--- src/rtl/serial_adder_pkg.sv ---
// Shared types and helpers for the serial_adder block.
package serial_adder_pkg;

    typedef enum logic [1:0] {
        IDLE = 2'd0,
        ADD  = 2'd1,
        DONE = 2'd2
    } state_t;

    // Width of the step counter for an n-step operation (at least one bit).
    function automatic int step_cnt_w(input int n);
        return (n > 1) ? $clog2(n) : 1;
    endfunction

endpackage

--- src/rtl/fa_cell.sv ---
// Single-bit full adder used as one slice of the serial adder's ripple chain.
module fa_cell (
    input  logic a,
    input  logic b,
    input  logic cin,
    output logic s,
    output logic cout
);

    assign s    = a ^ b ^ cin;
    assign cout = (a & b) | (a & cin) | (b & cin);

endmodule

--- src/rtl/serial_adder.sv ---
// Multi-cycle ripple adder: computes x + y + z in WIDTH/BITS_PER_CYCLE steps,
// LSB slice first, with valid/ready handshakes on both sides.
// Optional feature: define SERIAL_ADDER_SUBTRACT_EN to add a `sub` input that
// turns the operation into x - y - z (z acts as borrow-in).
module serial_adder
    import serial_adder_pkg::*;
#(
    parameter int WIDTH          = 4,
    parameter int BITS_PER_CYCLE = 1
) (
    input  logic             clk,
    input  logic             rst,
`ifdef SERIAL_ADDER_SUBTRACT_EN
    input  logic             sub,
`endif
    input  logic             in_valid,
    output logic             in_ready,
    input  logic [WIDTH-1:0] x,
    input  logic [WIDTH-1:0] y,
    input  logic             z,
    output logic             out_valid,
    input  logic             out_ready,
    output logic [WIDTH-1:0] S,
    output logic             C,
    output logic             V
);

    localparam int B  = BITS_PER_CYCLE;
    localparam int N  = WIDTH / BITS_PER_CYCLE;
    localparam int CW = step_cnt_w(N);

    if (BITS_PER_CYCLE < 1 || WIDTH < 1 || (WIDTH % BITS_PER_CYCLE) != 0) begin : g_bad_cfg
        $error("serial_adder: BITS_PER_CYCLE must divide WIDTH");
    end

    state_t           state;
    state_t           state_nxt;
    logic [CW-1:0]    cnt;
    logic [WIDTH-1:0] a_sh;
    logic [WIDTH-1:0] b_sh;
    logic [WIDTH-1:0] s_sh;
    logic             carry;
    logic             v_q;
    logic [B-1:0]     slice_s;
    logic [B:0]       rc;
    logic [WIDTH+B-1:0] s_cat;
    logic             accept;
    logic             last_step;

    assign in_ready  = !rst && (state == IDLE);
    assign accept    = in_valid && in_ready;
    assign last_step = (cnt == CW'(N - 1));
    assign out_valid = (state == DONE);
    assign S         = s_sh;
    assign C         = carry;
    assign V         = v_q;

    // Ripple slice over the low B bits of the operand shift registers.
    assign rc[0] = carry;
    for (genvar i = 0; i < B; i++) begin : g_slice
        fa_cell u_fa (
            .a   (a_sh[i]),
            .b   (b_sh[i]),
            .cin (rc[i]),
            .s   (slice_s[i]),
            .cout(rc[i+1])
        );
    end

    // New sum slice enters the result register from the top.
    assign s_cat = {slice_s, s_sh} >> B;

    // State register.
    always_ff @(posedge clk) begin
        if (rst) state <= IDLE;
        else     state <= state_nxt;
    end

    // Next-state logic.
    always_comb begin
        state_nxt = state;
        case (state)
            IDLE:    if (accept)    state_nxt = ADD;
            ADD:     if (last_step) state_nxt = DONE;
            DONE:    if (out_ready) state_nxt = IDLE;
            default:                state_nxt = IDLE;
        endcase
    end

    // Datapath: operand latch, per-step slice add, result and flag capture.
    always_ff @(posedge clk) begin
        if (rst) begin
            cnt   <= '0;
            s_sh  <= '0;
            carry <= 1'b0;
            v_q   <= 1'b0;
        end else begin
            case (state)
                IDLE: begin
                    if (accept) begin
                        a_sh <= x;
`ifdef SERIAL_ADDER_SUBTRACT_EN
                        b_sh  <= sub ? ~y : y;
                        carry <= sub ? ~z : z;
`else
                        b_sh  <= y;
                        carry <= z;
`endif
                        cnt  <= '0;
                    end
                end
                ADD: begin
                    a_sh  <= a_sh >> B;
                    b_sh  <= b_sh >> B;
                    s_sh  <= s_cat[WIDTH-1:0];
                    carry <= rc[B];
                    // On the final step rc[B-1] is the carry into the MSB.
                    v_q   <= rc[B-1] ^ rc[B];
                    cnt   <= cnt + 1'b1;
                end
                default: ;
            endcase
        end
    end

endmodule

--- config.mk ---
export PLATFORM = sky130hd
export DESIGN_NAME = serial_adder
export DESIGN_NICKNAME = d
export VERILOG_FILES = /design/src/rtl/serial_adder_pkg.sv /design/src/rtl/fa_cell.sv /design/src/rtl/serial_adder.sv
export SDC_FILE = /design/constraint.sdc
export NUM_CORES = 1
export LEC_CHECK = 0
export CAP_MARGIN = 20
export CORE_ASPECT_RATIO = 0.8
export CORE_MARGIN = 2
export CORE_UTILIZATION = 40
export DETAILED_ROUTE_END_ITERATION = 8
export GPL_ROUTABILITY_DRIVEN = 1
export PLACE_DENSITY = 0.68
export REMOVE_ABC_BUFFERS = 1
export SYNTH_ARGS = -nofsm -noshare
export SYNTH_HDL_FRONTEND = slang
export SYNTH_SLANG_ARGS = --single-unit
--- constraint.sdc ---
create_clock -name clk -period 1.5 [get_ports clk]
set_input_delay 0.375 -clock clk [delete_from_list [all_inputs] [get_ports clk]]
set_output_delay 0.375 -clock clk [all_outputs]
set_load 0.005 [all_outputs]
* After elaboration in Yosys (flattened, before gate mapping)
Index checks and enable logic that the tools add are counted.
** Cells by class
- Equality and inequality tests :: 6
- Bitwise gates (word level) :: 9
- $add $sub $neg :: 1
- Mux-type cells :: 12
- Reductions and logical operators :: 8
** Operators by type and width (count)
- 4-bit one-hot mux with 2 select lines :: 2
- 2-bit 2-to-1 mux :: 4
- 4-bit 2-to-1 mux :: 2
- 2-bit one-hot mux with 3 select lines :: 1
- 3-bit AND reduction :: 2
- 2-bit equality test (second input constant) :: 2
- 2-bit inequality test (second input constant) :: 2
- 2-bit one-hot mux with 2 select lines :: 1
- 1-bit bitwise AND :: 3
- 1-bit XOR :: 3
- 2-bit by 1-bit adder with 2-bit output (second input constant) :: 1
- 2-bit by 1-bit equality test with 1-bit output (second input constant) :: 1
- 1-bit logical AND :: 2
- 2-bit logical NOT :: 1
- 2-bit by 1-bit inequality test with 1-bit output (second input constant) :: 1
- 1-bit OR :: 2
- 1-bit one-hot mux with 2 select lines :: 1
- 2-bit AND reduction :: 1
- 2-bit nonzero test :: 1
- 1-bit logical NOT :: 1
- 1-bit 2-to-1 mux :: 1
- 1-bit inverter :: 1
** Storage, ports and cells
- Input bits :: 13
- Word-level logic and storage cells :: 43
- Register bits :: 18
- Output and inout bits :: 8

* Longest topological paths before layout
- Depth after elaboration :: 5
- Mapped depth :: 4
- Mapped depth without buffers :: 3

* By module
From an unflattened synthesis, not the netlist that was laid out.
** Second synthesis, totals
- Cells, all modules :: 79
- Area total of the unflattened synthesis :: 793.3 µm²
** Modules (own cells, without submodules)
- serial_adder :: cells an instance 78, seq. area each 440.4 µm², area an instance 773.2 µm², instances 1
- fa_cell :: cells an instance 1, seq. area each 0.0 µm², area an instance 20.0 µm², instances 1

* Least setup slack after synthesis
Ideal clock, no wire load.
- Kind :: input to register
- Start point :: input rst
- End point :: register a_sh[0] (enable)
- Path slack :: 0.202 ns
- Arrival time :: 0.974 ns
- Data required time :: 1.176 ns
- Buffers on the path :: 1
- Library setup time :: 0.324 ns
- Stages :: 4
- Cell sequence :: clkbuf_1 nor2_1 o21ai_0 inv_1
** Between the ends
- Longest elaborated chain between the ends :: 5
- Elaborated cells between the ends (all ways) :: 6
- Those cells by class :: 1 x eq/ne; 1 x bitwise; 4 x reduce/logical
** RTL lines
- from (decl) :: RTL line serial_adder.sv:12 : input logic rst,
- 1-bit logical NOT :: RTL line serial_adder.sv:50 : assign in_ready = !rst && (state == IDLE);
- 1-bit logical AND :: RTL line serial_adder.sv:50
- 1-bit logical AND :: RTL line serial_adder.sv:51 : assign accept = in_valid && in_ready;
- 2-bit inequality test (no line)
- 3-bit AND reduction (no line) *
- to (signal assigned) :: RTL line serial_adder.sv:113 : a_sh <= a_sh >> B;
- to (decl) :: RTL line serial_adder.sv:39 : logic [WIDTH-1:0] a_sh;
Mark *: on every way between the ends. The rest lies on a longest branch, timed or not.
A chain may end at the register's enable or synchronous reset.

* Final worst setup path
- Start point :: register state[1]
- End point :: output out_valid
** Between the ends
- Longest elaborated chain between the ends :: 1
** RTL lines
- from (decl) :: RTL line serial_adder.sv:36 : state_t state;
- from (signal assigned) :: RTL line serial_adder.sv:76 : else state <= state_nxt;
- 2-bit equality test :: RTL line serial_adder.sv:53 : assign out_valid = (state == DONE);
- to (decl) :: RTL line serial_adder.sv:21 : output logic out_valid,
No other way between the ends.

==> flow_summary_export.csv <==
group,metric,value,unit
status,status,"finished, final reports clean",
yosys,async_reset_ff_share,0,%
die,die_x,53.1,um
die,die_y,43.3,um
yosys,synth_top_area_share,31.2,%
clocking,clock_sinks,18,
cells_and_area,area_growth,43.2,%
cells_and_area,fin_nets,123,
detailed_routing,avgRoutedWirePerCell,11.5,um
sta,period_minus_slack,1.43,ns
die,core-area,0.00186,sq mm
sta,fmax,701,MHz
cells_and_area,fillerInstances,173,
detailed_routing,drt-vias-per-instance,4.81,
cells_and_area,postLayoutCoreUtil,59.4,%
die,start_util,41.5,%
clocking,clk_latency,0.29,ns
worst_setup_path,start_kind,"register",
yosys,yosys_warnings,0,
sta,max_slew_margin,70.2,%
worst_setup_path,worstSetupEndpointType,"output port",
worst_setup_path,slowest_delay,0.35,ns
cells_and_area,seq_area,452,sq um
yosys,synthFlopType,"dfxtp_1",
yosys,synth_seq_cells,18,
worst_setup_path,critPathArrivalTime,1.05,ns
sta,hold_violations,0,
grt,grt_max_degree,15,
clocking,root_buffer,"clkbuf_4",
worst_setup_path,crit_slowest_cell,"dfxtp_2",
yosys,synth_edf_count,8,
power_and_ir_drop,power_frac_comb,16.6,%
clocking,postCtsHoldBufs,0,
die,io_pins,21,
yosys,ys_seq_area_share,57.1,%
place,dp_hpwl,1090,um
job,drv_cap,0,
sta,setup_viol,0,
hold_path,min_path_type,"register to register",
detailed_routing,wl,1510,um
grt,grt_pass1_wl,2670,um
power_and_ir_drop,p_int,0.000792,W
clocking,cts_buffers,3,
place,numPortBuffers,20,
power_and_ir_drop,swShare,23.1,%
power_and_ir_drop,max-vdd-ir-drop,0.658,mV
die,die_area,0.00230,sq mm
cells_and_area,antenna_cells,0,
sta,period_share,95.0,%
yosys,ys_types,24,
sta,hold_ws,0.469,ns
power_and_ir_drop,p_seq_share,54.7,%
power_and_ir_drop,powerDensity,933,mW/mm^2
clocking,cts_buffer_depth,2,
yosys,syn-cell-area,771,sq um
clocking,h-tree-depth,1,
clocking,cts_tree,"yes",
power_and_ir_drop,pwr-share-clk,28.7,%
detailed_routing,drc,0,
detailed_routing,final_antenna_net_count,0,
yosys,syn-instance-count,78,
detailed_routing,drtIter0Drc,6,
cells_and_area,drive_gt1_share,22.4,%
sta,skew,0.00480,ns
detailed_routing,vias,630,
yosys,synth_area_per_cell,9.88,sq um
worst_setup_path,path_class,"register to output port",
detailed_routing,dr.pass1.iters,4,
yosys,ys_top_cells_by_count,"nand2_1, dfxtp_1, edfxtp_1, a21oi_1, nor2_1",
clocking,clk_pin_slew,0.10,ns
worst_setup_path,crit_buf_inv,1,
place,place.gp.congestion,0.762,
yosys,synth.most_common_cell,"nand2_1",
sta,fin_tns_setup,0,ns
power_and_ir_drop,p_switching,0.000238,W
worst_setup_path,critPathRequiredTime,1.12,ns
worst_setup_path,worstPathMaxFanout,3,
yosys,yosys-top-cells-area,"edfxtp_1, dfxtp_1, nand2_1",
grt,grt-ovfl-total,0,
sta,grt_setup_unrepaired,"no",
grt,antenna_found_initial,0,
worst_setup_path,crit_family,"flip-flops",
grt,grtUsageTotal,16.5,%
yosys,synth_top_cell_by_area,"edfxtp_1",
die,row_count,14,
worst_setup_path,crit_chain,"nor2b_2 -> dlygate4sd2_1",
cells_and_area,multi_input_area,314,sq um
sta,tightest_slew,0.447,ns
grt,grt_pass1_vias,631,
power_and_ir_drop,power_leakage,0.480,nW
sta,slew_violations,0,
==> metrics by stage <==
stage               worst slack, ns  total power, W  std cells  cell area, sq um
floorplan                     0.298        0.000646         75               751
global placement             -0.339        0.000738        124              1030
detailed placement           -0.348        0.000743        124              1030
CTS                         -0.0480         0.00104        131              1100
global route                0.00260         0.00108        131              1100
finish                       0.0743         0.00103        131              1100
==> worst min-delay path, stage by stage, from the launching register on <==
cell,delay (ns)
dfxtp_2,0.33
nand2_1,0.05
a21oi_1,0.06
==> final cells by class <==
type / count / share of cell area, %
sequential: 18 / 40.9
multi-input combinational: 56 / 28.5
timing repair buffer: 28 / 24.3
clock buffer: 4 / 3.29
tap: 24 / 2.72
inverter: 1 / 0.340
==> kinds of logic after synthesis <==
family | after synthesis | synth area share (%)
AO/OA/AOI/OAI | 12 | 9.42
XOR/XNOR | 1 | 1.14
adder cells (fa/ha/maj) | 2 | 4.22
buffers and inverters | 4 | 3.08
flip-flops | 18 | 57.1
multiplexers | 1 | 1.30
AND/OR/NAND/NOR | 40 | 23.7
==> what timing repair did <==
item,4_1_cts,5_1_grt
pin swaps,0,0
cloned,0,0
setup buffers,3,0
endpoints found under the setup margin,8,1
gates resized for setup,19,2
==> per-layer routing <==
layer	GRT usage (%)	share of wire [%]
met1	20.0	44
met2	27.0	50
met3	7.75	5.0
met4	3.08	0.53
met5	0	0
==> placed cells by master (no fill, tap or decap), types with 2 or more instances in the layout <==
master / synthesis / layout
clkbuf_4: 0 / 3
edfxtp_1: 8 / 8
dfxtp_2: 0 / 6
nor2_1: 4 / 4
o21ai_0: 2 / 2
buf_4: 0 / 7
clkdlybuf4s50_1: 0 / 11
nand2_1: 26 / 26
nand2b_1: 3 / 3
and2_1: 2 / 2
a21oi_1: 7 / 7
dlygate4sd2_1: 0 / 7
dfxtp_1: 10 / 3
==> final timing paths <==
kind            start         to  slack [ns]  depth (start not counted)
max reg2reg         C          V        0.12                          4
min              S[0]       S[0]        0.47                          2
min reg2reg      S[0]       S[0]        0.47                          2
max          state[1]  out_valid        0.07                          2
==> registers in the layout, indices dropped and copies added, names as in the netlist <==
register and cells:
a_sh 4, V 1, S 4, b_sh 4
cnt 2, C 1, state 2
==> power by group through the flow <==
stage	clock, W	combinational (W)	sequential, W
floorplan	0	0.0000698	0.000576
global placement	0	0.000162	0.000575
detailed placement	0	0.000167	0.000576
CTS	0.000305	0.000173	0.000562
global route	0.000326	0.000192	0.000567
finish	0.000296	0.000171	0.000563
Note: power is estimated with default switching activity, not from simulation.
